===== src/rtl/fsm_cmd_cond.sv =====
// rtl/fsm_cmd_cond.sv - operator input conditioning for the control FSM
// Synchronises, debounces and edge-detects go/jmp, and presents the skip code atomically.

module fsm_cmd_cond_chan #(
  parameter int DEB_CNT = 8,
  parameter int CNT_W   = 4
) (
  input  logic clk,
  input  logic rst_n,
  input  logic raw,
  output logic lvl,
  output logic stable
);

  typedef enum logic [1:0] {LOW, RISE, HIGH, FALL} state_t;

  localparam logic [CNT_W-1:0] LAST = CNT_W'(DEB_CNT - 1);

  logic             s1, s2;
  state_t           state, state_nx;
  logic [CNT_W-1:0] cnt, cnt_nx;

  always_ff @(posedge clk or negedge rst_n) begin
    if (!rst_n) begin
      s1    <= 1'b0;
      s2    <= 1'b0;
      state <= LOW;
      cnt   <= '0;
    end else begin
      s1    <= raw;
      s2    <= s1;
      state <= state_nx;
      cnt   <= cnt_nx;
    end
  end

  // Counter only advances while qualifying an edge and stops at LAST, so it cannot wrap.
  always_comb begin
    state_nx = state;
    cnt_nx   = cnt;
    case (state)
      LOW: begin
        if (s2) begin
          state_nx = RISE;
          cnt_nx   = '0;
        end
      end
      RISE: begin
        if (!s2)              state_nx = LOW;
        else if (cnt == LAST) state_nx = HIGH;
        else                  cnt_nx   = cnt + CNT_W'(1);
      end
      HIGH: begin
        if (!s2) begin
          state_nx = FALL;
          cnt_nx   = '0;
        end
      end
      FALL: begin
        if (s2)               state_nx = HIGH;
        else if (cnt == LAST) state_nx = LOW;
        else                  cnt_nx   = cnt + CNT_W'(1);
      end
      default: begin
        state_nx = LOW;
        cnt_nx   = '0;
      end
    endcase
  end

  assign lvl    = (state == HIGH) || (state == FALL);
  assign stable = (state == LOW)  || (state == HIGH);

endmodule

module fsm_cmd_cond #(
  parameter int DEB_CNT = 8,
  parameter int CNT_W   = 4
) (
  input  logic       clk,
  input  logic       rst_n,
  input  logic       go_raw,
  input  logic       jmp_raw,
  input  logic [1:0] sk_raw,
  output logic       go,
  output logic       jmp,
  output logic       sk0,
  output logic       sk1,
  output logic       sk_upd
);

  // Channel order: 0 = go, 1 = jmp, 2 = sk[0], 3 = sk[1].
  logic [3:0] raw_v;
  logic [3:0] lvl;
  logic [3:0] stable;
  logic       go_lvl_d, jmp_lvl_d;

  assign raw_v = {sk_raw, jmp_raw, go_raw};

  for (genvar i = 0; i < 4; i++) begin : g_chan
    fsm_cmd_cond_chan #(
      .DEB_CNT(DEB_CNT),
      .CNT_W  (CNT_W)
    ) u_chan (
      .clk   (clk),
      .rst_n (rst_n),
      .raw   (raw_v[i]),
      .lvl   (lvl[i]),
      .stable(stable[i])
    );
  end

  // The filtered level only rises on RISE->HIGH, so its rising edge is exactly one accepted press.
  always_ff @(posedge clk or negedge rst_n) begin
    if (!rst_n) begin
      go_lvl_d  <= 1'b0;
      jmp_lvl_d <= 1'b0;
      go        <= 1'b0;
      jmp       <= 1'b0;
      sk0       <= 1'b0;
      sk1       <= 1'b0;
      sk_upd    <= 1'b0;
    end else begin
      go_lvl_d  <= lvl[0];
      jmp_lvl_d <= lvl[1];
      go        <= lvl[0] & ~go_lvl_d;
      jmp       <= lvl[1] & ~jmp_lvl_d;
      if (stable[2] && stable[3]) begin
        sk0    <= lvl[2];
        sk1    <= lvl[3];
        sk_upd <= (lvl[3:2] != {sk1, sk0});
      end else begin
        sk_upd <= 1'b0;
      end
    end
  end

endmodule


===== config.mk =====
export PLATFORM = sky130hd
export DESIGN_NAME = fsm_cmd_cond
export DESIGN_NICKNAME = d
export VERILOG_FILES = /design/src/rtl/fsm_cmd_cond.sv
export SDC_FILE = /design/constraint.sdc
export NUM_CORES = 1
export LEC_CHECK = 0
export CAP_MARGIN = 10
export CORE_MARGIN = 5
export CORE_UTILIZATION = 45
export DETAILED_ROUTE_END_ITERATION = 10
export GPL_TIMING_DRIVEN = 1
export PLACE_DENSITY = 0.61
export SLEW_MARGIN = 20
export SYNTH_ARGS = -nofsm -noshare
export SYNTH_HDL_FRONTEND = slang
export SYNTH_SLANG_ARGS = --single-unit

===== constraint.sdc =====
create_clock -name clk -period 1.7 [get_ports clk]
set_input_delay 0.17 -clock clk [delete_from_list [all_inputs] [get_ports clk]]
set_output_delay 0.17 -clock clk [all_outputs]
set_load 0.01 [all_outputs]

Word level (Yosys, flattened, before mapping)

Cells that the tools add are included.
W data, S select, Z words.

Output and inout bits: 5
Register bits: 39

Multiplexer cells: 53
$add $sub $neg: 4
Equal/unequal tests: 41
Reduce and logical (&&, ||, !) cells: 19
Bitwise logic cells: 4

Operators with widths:

| cell                  | number |
|---|---|
| $mux W4               | 20 |
| $pmux W4 S4           | 4 |
| $mux W2               | 24 |
| $pmux W2 S4           | 4 |
| $reduce_and A4 Y1     | 8 |
| $add A4 B1 Y4 const B | 4 |
| $eq A2 B2 Y1 const B  | 8 |
| $eq A4 B3 Y1 const B  | 4 |
| $ne A2 B1 Y1 const B  | 8 |
| $ne A2 B2 Y1 const B  | 8 |
| $ne A3 B1 Y1 const B  | 4 |
| $ne A3 B3 Y1 const B  | 4 |
| $eq A2 B1 Y1 const B  | 4 |
| $logic_not A2 Y1      | 4 |
| $logic_or A1 B1 Y1    | 6 |
| $and A1 B1 Y1         | 2 |
| $ne A2 B2 Y1          | 1 |
| $not A1 Y1            | 2 |
| $logic_and A1 B1 Y1   | 1 |
| $mux W1               | 1 |

Depth between registers and ports, before layout

Depth in word-level cells: 4
Depth in mapped cells: 4
Gate-level depth less buffers: 4

Modules after synthesis

From an unflattened synthesis, not the netlist that was laid out.

Cell total of the unflattened synthesis: 139
Area total of the unflattened synthesis: 1,717.9 µm²

Modules (own cells, without submodules):

| module            | cells each | instances | seq. area each (µm²) | area each (µm²) |
|---|---|---|---|---|
| fsm_cmd_cond_chan | 31         | 4         | 200.2                | 367.9 |
| fsm_cmd_cond      | 15         | 1         | 175.2                | 246.5 |

Least setup slack after synthesis

OpenSTA, ideal clock, no wires.

Kind: register to register
Start point: register g_chan[2].u_chan.cnt[0]
End point: register g_chan[2].u_chan.cnt[0]
Data required time: 1,631 ps
Cell stages (with the launch flop): 5
Clock period less this slack: 1,478 ps
Arrival time: 1,408 ps
Buffers on the path: 0
Path slack: 222 ps
Path through: dfrtp_1 -> ha_1 -> and3b_1 -> or4b_1 -> nand3_1

Cells in the longest elaborated chain, start to end: 4
Elaborated cells between the ends (all ways): 6

RTL lines:

| element                                       | RTL line | text |
|---|---|---|
| start, declared                               | 21       | `logic [CNT_W-1:0] cnt, cnt_nx;` |
| start signal, assigned                        | 33       | `cnt <= cnt_nx;` |
| $add A4 B1 Y4 or $eq A4 B3 Y1 (tied branches) | --       |  |
| $mux W4 *                                     | 50, 61   |  |
| $mux W4, on equally long branches             | 60, 49   |  |
| $pmux W4 S4 *                                 | 41       | `case (state)` |

Every way passes the cells marked *; elsewhere a longest branch is shown, timed or not. The select of a mux whose other input is x is not followed.
A chain may end at the register's enable or synchronous reset.

Final worst setup path

Same ends and word-level chain as after synthesis.

==> metrics.cfg <==
[drt]
wl_um=2780
viasPerCell=5.28
drtIter0Drc=40
drtAntennaViolNets=0
vias=1108
wl_per_cell_um=13.2
drc_errors=0
drtPass1Iterations=4

[clock_network]
cts_root_buffer=clkbuf_8
clk_pin_slew_worst_paths_ns=0.08
tritoncts=built
clock-sinks=39
insertion_delay_ns=0.29
cts_buffers=5
cts_htree_levels=2
cts_max_path_buffers=2

[placed_design]
place.port_buffers=10
hpwlAfterDp_um=2020
place.gp.congestion=0.772
post-place-cells=201

[global_routing]
grt_pass1_wl_um=5070
antenna_found_initial=0
grt_max_degree=20
grt-ovfl-total=0
grtUsageTotal_pct=13.0
grt_pass1_vias=1095

[sta]
hold_violations=0
layout_min_cycle_time_ns=1.59
skew_ns=0.0105
min_period_over_period_pct=93.8
worst-slew-pin-transition_ns=0.469
rsz0062_at_grt=no
maxSlewViolCount=0
fmax_ghz=0.627
slew_headroom_pct=68.5
setup_tns_ns=0
setup_viol=0

[setup_path]
arrival_ns=1.83
crit_required_ns=1.93
r2r_slack_ns=0.11
r2r_end=g_chan[2].u_chan.cnt[0]
worst-setup-path-type=reg2reg
crit_path_top_delay_cell=or4b_1
crit_path_end_kind=flop
reg2regPathDepth=4
cp_max_fo=6
r2r-start=g_chan[2].u_chan.cnt[0]
slowest_delay_ns=0.52
path_buf_inv=0
startpoint_type=flop
critPathTopFamily=simple AND/OR/NAND/NOR gates
path_cells=ha_1 > and3b_1 > or4b_1 > nand3_1

[logic_synthesis]
synthTopCellsByCount=dfrtp_1 (39), nand3_1 (17), nand2_1 (16), a21oi_1 (11), mux2_2 (7)
synth_seq_cells=39
synth-async-reset-ratio_pct=100
syn_avg_cell_area_sq_um=11.5
yosys_most_used_dff=dfrtp_1
ys_types=24
synthTopCellsByArea=dfrtp_1 (58%), nand3_1 (5.1%), mux2_2 (4.7%)
synth_top_cell_by_area=dfrtp_1
synth-edff-count=0
synth_top_area_share_pct=58.1
postSynthCellCount=146
yosysMostFrequentCell=dfrtp_1
ys_seq_area_share_pct=58.1
yosysWarnings=0
syn_nets=156
synthesis.area_sq_um=1680

[outcome]
outcome=complete, no violations

[final_layout]
finalCoreUtilization_pct=53.0
drive_above_1_share_pct=11.1
final_cells=210
n_antenna_cell=0
syn2layout_area_growth_pct=14.6
nNetsFinal=171

[floorplanning]
dieWidth_um=71.1
die_area_sq_um=5050
design.core.area_sq_um=3630
die_h_um=71.1
ios=11
start_util_pct=46.2
fp-row-count=22

[hold_path]
min_to=g_chan[1].u_chan.s1
hp-start=jmp_raw
min_path_cells=1
hp-class=in2reg

[pwr]
design_power_total_uw=2730
p_per_area_nw_per_um2=1420
leakagePower_uw=0.000885
peakVddDrop_mv=0.765

[run]
cap_viol_max_count=0

-- cell usage in the layout (no fill, tap or decap) --
cell,instances
dfrtp_1,39
nand3_1,17
nand2_1,16
a21oi_1,11
clkdlybuf4s50_1,9
mux2_2,7
xnor2_1,6
nand4b_1,6
nor2_1,5
clkbuf_8,5
nor2b_1,4
and3_1,4
xor2_1,4
ha_1,4
and3b_1,3
a2bb2oi_1,3
o21ai_0,3
or4b_1,3
buf_4,2
a21boi_0,1
nand4_1,1
o211ai_1,1
inv_1,1
a31oi_2,1
mux2i_1,1
clkinv_2,1
clkbuf_1,1
clkinvlp_4,1
dlygate4sd3_1,1
buf_2,1
-- cell families after synthesis --
logic type      after synthesis  share of synthesized area [%]
compound gates               20                           7.38
xor+xnor                     10                           5.22
fa+ha+maj                     4                           2.98
buf+inv                       6                           1.42
flops                        39                           58.1
mux                           8                           5.29
simple gates                 59                           19.6
-- power breakdown --
group	leakage, uW	switching, uW	total, uW	internal [uW]
Sequential	0.000505	285	1460	1180
Combinational	0.000339	311	665	353
Clock	0.0000412	314	600	286
-- how the worst max path moves through the flow --
| stage | startpoint | endpoint | slack (ns) | cells past startpoint |
|---|---|---|---|---|
| after floorplan | g_chan[2].u_chan.cnt[0] | g_chan[2].u_chan.cnt[0] | 0.22 | 4 |
| after global placement | g_chan[2].u_chan.cnt[0] | g_chan[2].u_chan.cnt[0] | 0.19 | 4 |
| after detailed placement | g_chan[2].u_chan.cnt[0] | g_chan[2].u_chan.cnt[0] | 0.13 | 4 |
| after CTS | g_chan[2].u_chan.cnt[0] | g_chan[2].u_chan.cnt[0] | 0.11 | 4 |
| after global routing | g_chan[2].u_chan.cnt[0] | g_chan[2].u_chan.cnt[0] | 0.03 | 4 |
| final | g_chan[2].u_chan.cnt[0] | g_chan[2].u_chan.cnt[0] | 0.11 | 4 |
-- metrics by stage --
stage | setup WS [ns] | hold slack [ns] | cell area [sq um]
final | 0.106 | 0.314 | 1920
after detailed placement | 0.130 | 0.132 | 1830
after CTS | 0.107 | 0.305 | 1920
after global routing | 0.0285 | 0.299 | 1920
after floorplan | 0.222 | -0.126 | 1680
after global placement | 0.191 | 0.125 | 1830
-- final cells by class --
class	count	area, sq um
timing repair buffer	13	120
clock buffer	6	72.6
inverter	1	3.75
tap	48	60.1
fill	352	1710
multi-input combinational	101	679
sequential	39	976
clock inverter	2	12.5
-- routing by layer --
| metal | up-vias | routed length [um] | global-route usage [%] |
|---|---|---|---|
| met1 | 533 | 1310 | 16.6 |
| met4 | 0 | 55 | 5.64 |
| met2 | 21 | 1270 | 19.6 |
| met3 | 6 | 141 | 4.97 |
| li1 | 548 | - | - |
| met5 | - | 0 | 0 |
-- timing repair --
item	CTS	global route
endpoints found under the hold margin	17	0
hold buffers	1	0
buffers inserted	0	0
resized for setup	0	0
Note: power is estimated with default switching activity, not from simulation.
